## src/rtl/id_ex_operand_stage_pkg.sv

```systemverilog
// id_ex_operand_stage_pkg: shared pipeline constants for the ID/EX operand stage
package id_ex_operand_stage_pkg;
    localparam int DEF_DATA_W = 32;
    localparam int DEF_REG_W  = 5;

    localparam logic [2:0] ALU_ADD  = 3'b000;
    localparam logic [2:0] ALU_SUB  = 3'b001;
    localparam logic [2:0] ALU_AND  = 3'b010;
    localparam logic [2:0] ALU_OR   = 3'b011;
    localparam logic [2:0] ALU_XOR  = 3'b100;
    localparam logic [2:0] ALU_NOR  = 3'b101;
    localparam logic [2:0] ALU_SLT  = 3'b110;
    localparam logic [2:0] ALU_SLTU = 3'b111;

    localparam logic [1:0] FWD_RF    = 2'b00;
    localparam logic [1:0] FWD_MEMWB = 2'b01;
    localparam logic [1:0] FWD_EXMEM = 2'b10;
endpackage

```

## src/rtl/id_ex_operand_stage_operand_forward.sv

```systemverilog
// operand_forward: picks the freshest value of one source register from EX/MEM, MEM/WB or the stored read
module operand_forward
    import id_ex_operand_stage_pkg::*;
#(
    parameter int DATA_W = DEF_DATA_W,
    parameter int REG_W  = DEF_REG_W
) (
    input  logic [REG_W-1:0]  src,
    input  logic [DATA_W-1:0] stored,
    input  logic              exmem_reg_write,
    input  logic [REG_W-1:0]  exmem_write_reg,
    input  logic [DATA_W-1:0] exmem_alu_result,
    input  logic              memwb_reg_write,
    input  logic [REG_W-1:0]  memwb_write_reg,
    input  logic [DATA_W-1:0] memwb_result,
    output logic [1:0]        sel,
    output logic [DATA_W-1:0] value
);
    logic exmem_hit;
    logic memwb_hit;

    // Younger EX/MEM producer wins over MEM/WB; register 0 is never forwarded
    always_comb begin
        exmem_hit = exmem_reg_write && exmem_write_reg != '0 && exmem_write_reg == src;
        memwb_hit = memwb_reg_write && memwb_write_reg != '0 && memwb_write_reg == src;
        sel       = exmem_hit ? FWD_EXMEM : memwb_hit ? FWD_MEMWB : FWD_RF;
        value     = exmem_hit ? exmem_alu_result : memwb_hit ? memwb_result : stored;
    end
endmodule

```

## src/rtl/id_ex_operand_stage.sv

```systemverilog
// id_ex_operand_stage: ID/EX pipeline register with RAW forwarding into the ALU operands
module id_ex_operand_stage
    import id_ex_operand_stage_pkg::*;
#(
    parameter int DATA_W = DEF_DATA_W,
    parameter int REG_W  = DEF_REG_W
) (
    input  logic              clk,
    input  logic              rst,
    input  logic              stall,
    input  logic              flush,
    input  logic              id_valid,
    input  logic [DATA_W-1:0] id_rd1,
    input  logic [DATA_W-1:0] id_rd2,
    input  logic [DATA_W-1:0] id_imm,
    input  logic [REG_W-1:0]  id_rs,
    input  logic [REG_W-1:0]  id_rt,
    input  logic [REG_W-1:0]  id_rd,
    input  logic [2:0]        id_alu_control,
    input  logic              id_alu_src,
    input  logic              id_reg_dst,
    input  logic              id_reg_write,
    input  logic              id_mem_read,
    input  logic              id_mem_write,
    input  logic              id_mem_to_reg,
    input  logic              exmem_reg_write,
    input  logic [REG_W-1:0]  exmem_write_reg,
    input  logic [DATA_W-1:0] exmem_alu_result,
    input  logic              memwb_reg_write,
    input  logic [REG_W-1:0]  memwb_write_reg,
    input  logic [DATA_W-1:0] memwb_result,
    output logic [DATA_W-1:0] alu_a,
    output logic [DATA_W-1:0] alu_b,
    output logic [2:0]        alu_control,
    output logic [DATA_W-1:0] ex_store_data,
    output logic [REG_W-1:0]  ex_write_reg,
    output logic [REG_W-1:0]  ex_rs,
    output logic [REG_W-1:0]  ex_rt,
    output logic              ex_valid,
    output logic              ex_reg_write,
    output logic              ex_mem_read,
    output logic              ex_mem_write,
    output logic              ex_mem_to_reg,
    output logic [1:0]        fwd_a,
    output logic [1:0]        fwd_b
);
    logic              alu_src_q;
    logic [DATA_W-1:0] rd1_q;
    logic [DATA_W-1:0] rd2_q;
    logic [DATA_W-1:0] imm_q;
    logic [DATA_W-1:0] fwd_rs_value;
    logic [DATA_W-1:0] fwd_rt_value;

    // Reset and flush load an all-zero bubble; stall holds; otherwise capture decode
    always_ff @(posedge clk) begin
        if (rst || flush) begin
            ex_valid      <= 1'b0;
            ex_reg_write  <= 1'b0;
            ex_mem_read   <= 1'b0;
            ex_mem_write  <= 1'b0;
            ex_mem_to_reg <= 1'b0;
            alu_control   <= ALU_ADD;
            alu_src_q     <= 1'b0;
            ex_rs         <= '0;
            ex_rt         <= '0;
            ex_write_reg  <= '0;
            rd1_q         <= '0;
            rd2_q         <= '0;
            imm_q         <= '0;
        end else if (!stall) begin
            ex_valid      <= id_valid;
            ex_reg_write  <= id_reg_write;
            ex_mem_read   <= id_mem_read;
            ex_mem_write  <= id_mem_write;
            ex_mem_to_reg <= id_mem_to_reg;
            alu_control   <= id_alu_control;
            alu_src_q     <= id_alu_src;
            ex_rs         <= id_rs;
            ex_rt         <= id_rt;
            ex_write_reg  <= id_reg_dst ? id_rd : id_rt;
            rd1_q         <= id_rd1;
            rd2_q         <= id_rd2;
            imm_q         <= id_imm;
        end
    end

    operand_forward #(.DATA_W(DATA_W), .REG_W(REG_W)) u_fwd_rs (
        .src              (ex_rs),
        .stored           (rd1_q),
        .exmem_reg_write  (exmem_reg_write),
        .exmem_write_reg  (exmem_write_reg),
        .exmem_alu_result (exmem_alu_result),
        .memwb_reg_write  (memwb_reg_write),
        .memwb_write_reg  (memwb_write_reg),
        .memwb_result     (memwb_result),
        .sel              (fwd_a),
        .value            (fwd_rs_value)
    );

    operand_forward #(.DATA_W(DATA_W), .REG_W(REG_W)) u_fwd_rt (
        .src              (ex_rt),
        .stored           (rd2_q),
        .exmem_reg_write  (exmem_reg_write),
        .exmem_write_reg  (exmem_write_reg),
        .exmem_alu_result (exmem_alu_result),
        .memwb_reg_write  (memwb_reg_write),
        .memwb_write_reg  (memwb_write_reg),
        .memwb_result     (memwb_result),
        .sel              (fwd_b),
        .value            (fwd_rt_value)
    );

    // Store data always takes the forwarded rt, even when B uses the immediate
    always_comb begin
        alu_a         = fwd_rs_value;
        alu_b         = alu_src_q ? imm_q : fwd_rt_value;
        ex_store_data = fwd_rt_value;
    end
endmodule

```

## config.mk

```make
export PLATFORM = sky130hd
export DESIGN_NAME = id_ex_operand_stage
export DESIGN_NICKNAME = d
export VERILOG_FILES = /design/src/rtl/id_ex_operand_stage_pkg.sv /design/src/rtl/id_ex_operand_stage_operand_forward.sv /design/src/rtl/id_ex_operand_stage.sv
export SDC_FILE = /design/constraint.sdc
export NUM_CORES = 1
export LEC_CHECK = 0
export ABC_AREA = 1
export CORE_MARGIN = 2
export CORE_UTILIZATION = 43
export DETAILED_ROUTE_END_ITERATION = 16
export MAX_ROUTING_LAYER = met4
export PLACE_DENSITY = 0.82
export SLEW_MARGIN = 20
export SYNTH_ARGS = -nofsm -noshare
export SYNTH_HDL_FRONTEND = slang
export SYNTH_HIERARCHICAL = 1
export SYNTH_SLANG_ARGS = --single-unit
```

## constraint.sdc

```tcl
create_clock -name clk -period 1.5 [get_ports clk]
set_input_delay 0.15 -clock clk [delete_from_list [all_inputs] [get_ports clk]]
set_output_delay 0.15 -clock clk [all_outputs]
set_load 0.02 [all_outputs]
```

==> results.txt, run 1 <==
status: complete, but fails checks
violated checks: negative setup slack
critical-path cell list: nor2_1 > nand2_1 > nand2_1 > nand2_4 > nand3_4 > buf_12 > buf_6 > nand2_2 > nand3_2 > nand2_4 > inv_2 > o21ai_4 > buf_6
HP Class: input port to flop
dpl hpwl: 21,120 µm
CP required: 1350 ps
DRT Pass-1 Iters: 8
Fillers: 908
finished layout cell area: 14,300 µm²
Crit-path slowest cell: dfxtp_4
vias in the first global route: 9,143
CP max stage delay: 400 ps
YS warnings: 6
WP data arrival: 2200 ps
maximum clock insertion buffer count: 2
wl on met1: 12,990 µm
Largest regs: imm_q: 32 flops, rd1_q: 32 flops, rd2_q: 32 flops
H-tree depth: 4
# rows: 47
number of cells on the worst hold path: 4
Final Util: 0.8595
CP endpoint kind: primary output
height of the die: 134.6 µm
Main synth FF type: dfxtp_1
CORE AREA: 16,640 µm²
wirelength, routed: 37,320 µm
critical path startpoint category: flop
fraction of registers with async set/reset: 0
Initial Utilization: 0.4409
Clock Sinks: 120
number of max-cap violations: 0
reg2reg path depth: 3
Reg clk slew, reported paths: 60 ps
total die area: 18,130 µm²
first-pass GRT wire length: 46,530 µm
post-synth net total: 1,434
Setup CP Type: flop to primary output
die width: 134.6 µm
pin count of the biggest net entering global routing: 93
Achievable Freq: 426.2 MHz
DR iter-0 viols: 1,208
cell count after synthesis: 1,233
post-detailed-route count of antenna-violating nets: 0
Detail Route met2 WL: 17,670 µm
fin nets: 1,848
Overflow after GRT: 0
Final WS setup: -846.6 ps
DR DRC count: 0
#FFs+latches synth: 120
synthesized area: 7338 µm²
Num CTS Buffers: 17
commonest non-fill, non-tap cell in the layout: nor2_1
Max FO, Critical Path: 7
CTS root buf: clkbuf_16
via count: 10.52k
Post-synth EDFFs: 0
Worst-Margin Slew: 453.9 ps
crit path time final: 2347 ps
worst vdd ir: 0.8668 mV
Worst slew margin: 0.6974
Avg Cell Area, Syn: 5.952 µm²
commonest cells after routing, fill and taps aside: 253 x nor2_1, 197 x clkdlybuf4s50_1, 150 x inv_1, 144 x nand2_1, 114 x buf_6
input/output buffers: 323
initial antenna violation count: 2
Final Hold Fails: 0
Final GP Congestion: 0.9124
Total GRT Usage: 0.3342
P&R area growth vs syn: 94.92%
WL/cell: 19.83 µm
clock latency at the later pin of the worst-skew pair: 410 ps
RSZ-0062 raised after global routing: yes
Synth cell types: 23
Final setup violation count: 100
fraction of layout cells with a size suffix above 1: 0.3416
drt via density: 5.591
Post-DP Area: 11,880 µm²
Final period util: 1.564
CTS tree: done
Max Used Layer: met4
TNS Setup: -71,200 ps
Lkg Pwr: 7.086 nW
Setup Skew: 0 ps
Slew Viols, Final: 0
met3 wire length: 3950 µm
Seq/Total Area, Yosys: 0.3274
PwrDens: 778.4 nW/µm²
Top-Level Pins: 324
==> path summary, 6_finish.rpt <==
check | to | slack, ps | from
worst max-delay path | alu_b[30] | -850 | ex_rt[0]
worst min-delay path | ex_rt[3] | 200 | stall
worst max register to register | ex_rs[3] | 700 | ex_rs[3]
worst min register to register | rd2_q[30] | 510 | rd2_q[30]
==> critical path, delay by kind of cell, from the launching register on <==
family	cells	cell delay, ps
flip-flops	1	400
buffers and inverters	4	490
AND/OR/NAND/NOR	8	750
AO/OA/AOI/OAI	1	130
==> cells by family after synthesis <==
logic type                Yosys count  share of synthesized area
AOI/OAI and AO/OA                 162                     0.1112
and+or+nand+nor                   672                     0.3891
xor gates and xnor gates            2                   0.002387
DFF                               120                     0.3274
buffers and inverters             277                     0.1700
==> timing repair <==
item | CTS | global route
gates resized for setup | 398 | 415
setup endpoints to repair | 123 | 123
gates cloned | 2 | 18
pin swaps | 18 | 90
hold buffers | 0 | 0
setup buffers | 4 | 25
==> stage by stage <==
step,cells,hold WS (ps),setup slack [ps],power (mW)
after global placement,1799,477.9,-1057,5.959
final,1882,201.5,-846.6,11.13
after detailed placement,1799,484.2,-1063,5.994
after floorplan,1233,278.1,-153.9,4.625
after global routing,1882,201.6,-902.6,11.46
after CTS,1837,191.6,-859.8,10.68
==> cells in the mapped netlist (3+ instances only) <==
cell        n  area share
a21oi_1     4      0.0027
buf_2      43       0.029
buf_4      11       0.011
buf_6      14       0.021
clkbuf_1   17      0.0087
dfxtp_1   120        0.33
inv_1     185       0.095
inv_4       3      0.0026
nand2_1   268        0.14
nand3_1    70       0.048
nand4_1    64       0.055
nor2_1    257        0.13
nor2_2      3      0.0026
nor2_4      4      0.0061
o21ai_0   102       0.070
o21ai_1    54       0.037
==> layout make-up <==
cell class	count	area (µm²)	share of cell area
repair buffers	480	5269	0.3684
well taps	220	275.3	0.01924
multi-input cells	836	4890	0.3418
clock inverters	10	158.9	0.01111
clock buffers	22	516.7	0.03613
flip-flops and latches	120	2441	0.1707
diodes	2	5.005	0.0003499
inverters	192	748.2	0.05231
==> report_power, final <==
group	internal [mW]	switching [mW]
sequential	3.32	0.0980
clock	3.11	1.59
combinational	1.49	1.52
total	7.92	3.21
==> routing by layer <==
layer | up-vias | GRT usage
met5 | - | -
met4 | 0 | 0.1626
met3 | 238 | 0.06794
met2 | 805 | 0.5592
met1 | 4802 | 0.3821
li1 | 4677 | -
(Power assumes the default switching activity.)
==> run 2, diff against run 1 <==
ABC_CLOCK_PERIOD_IN_PS = 1500   (was unset)
==> results of run 2 <==
Same layout as run 1: the final DEF is identical, and so are final timing and power.
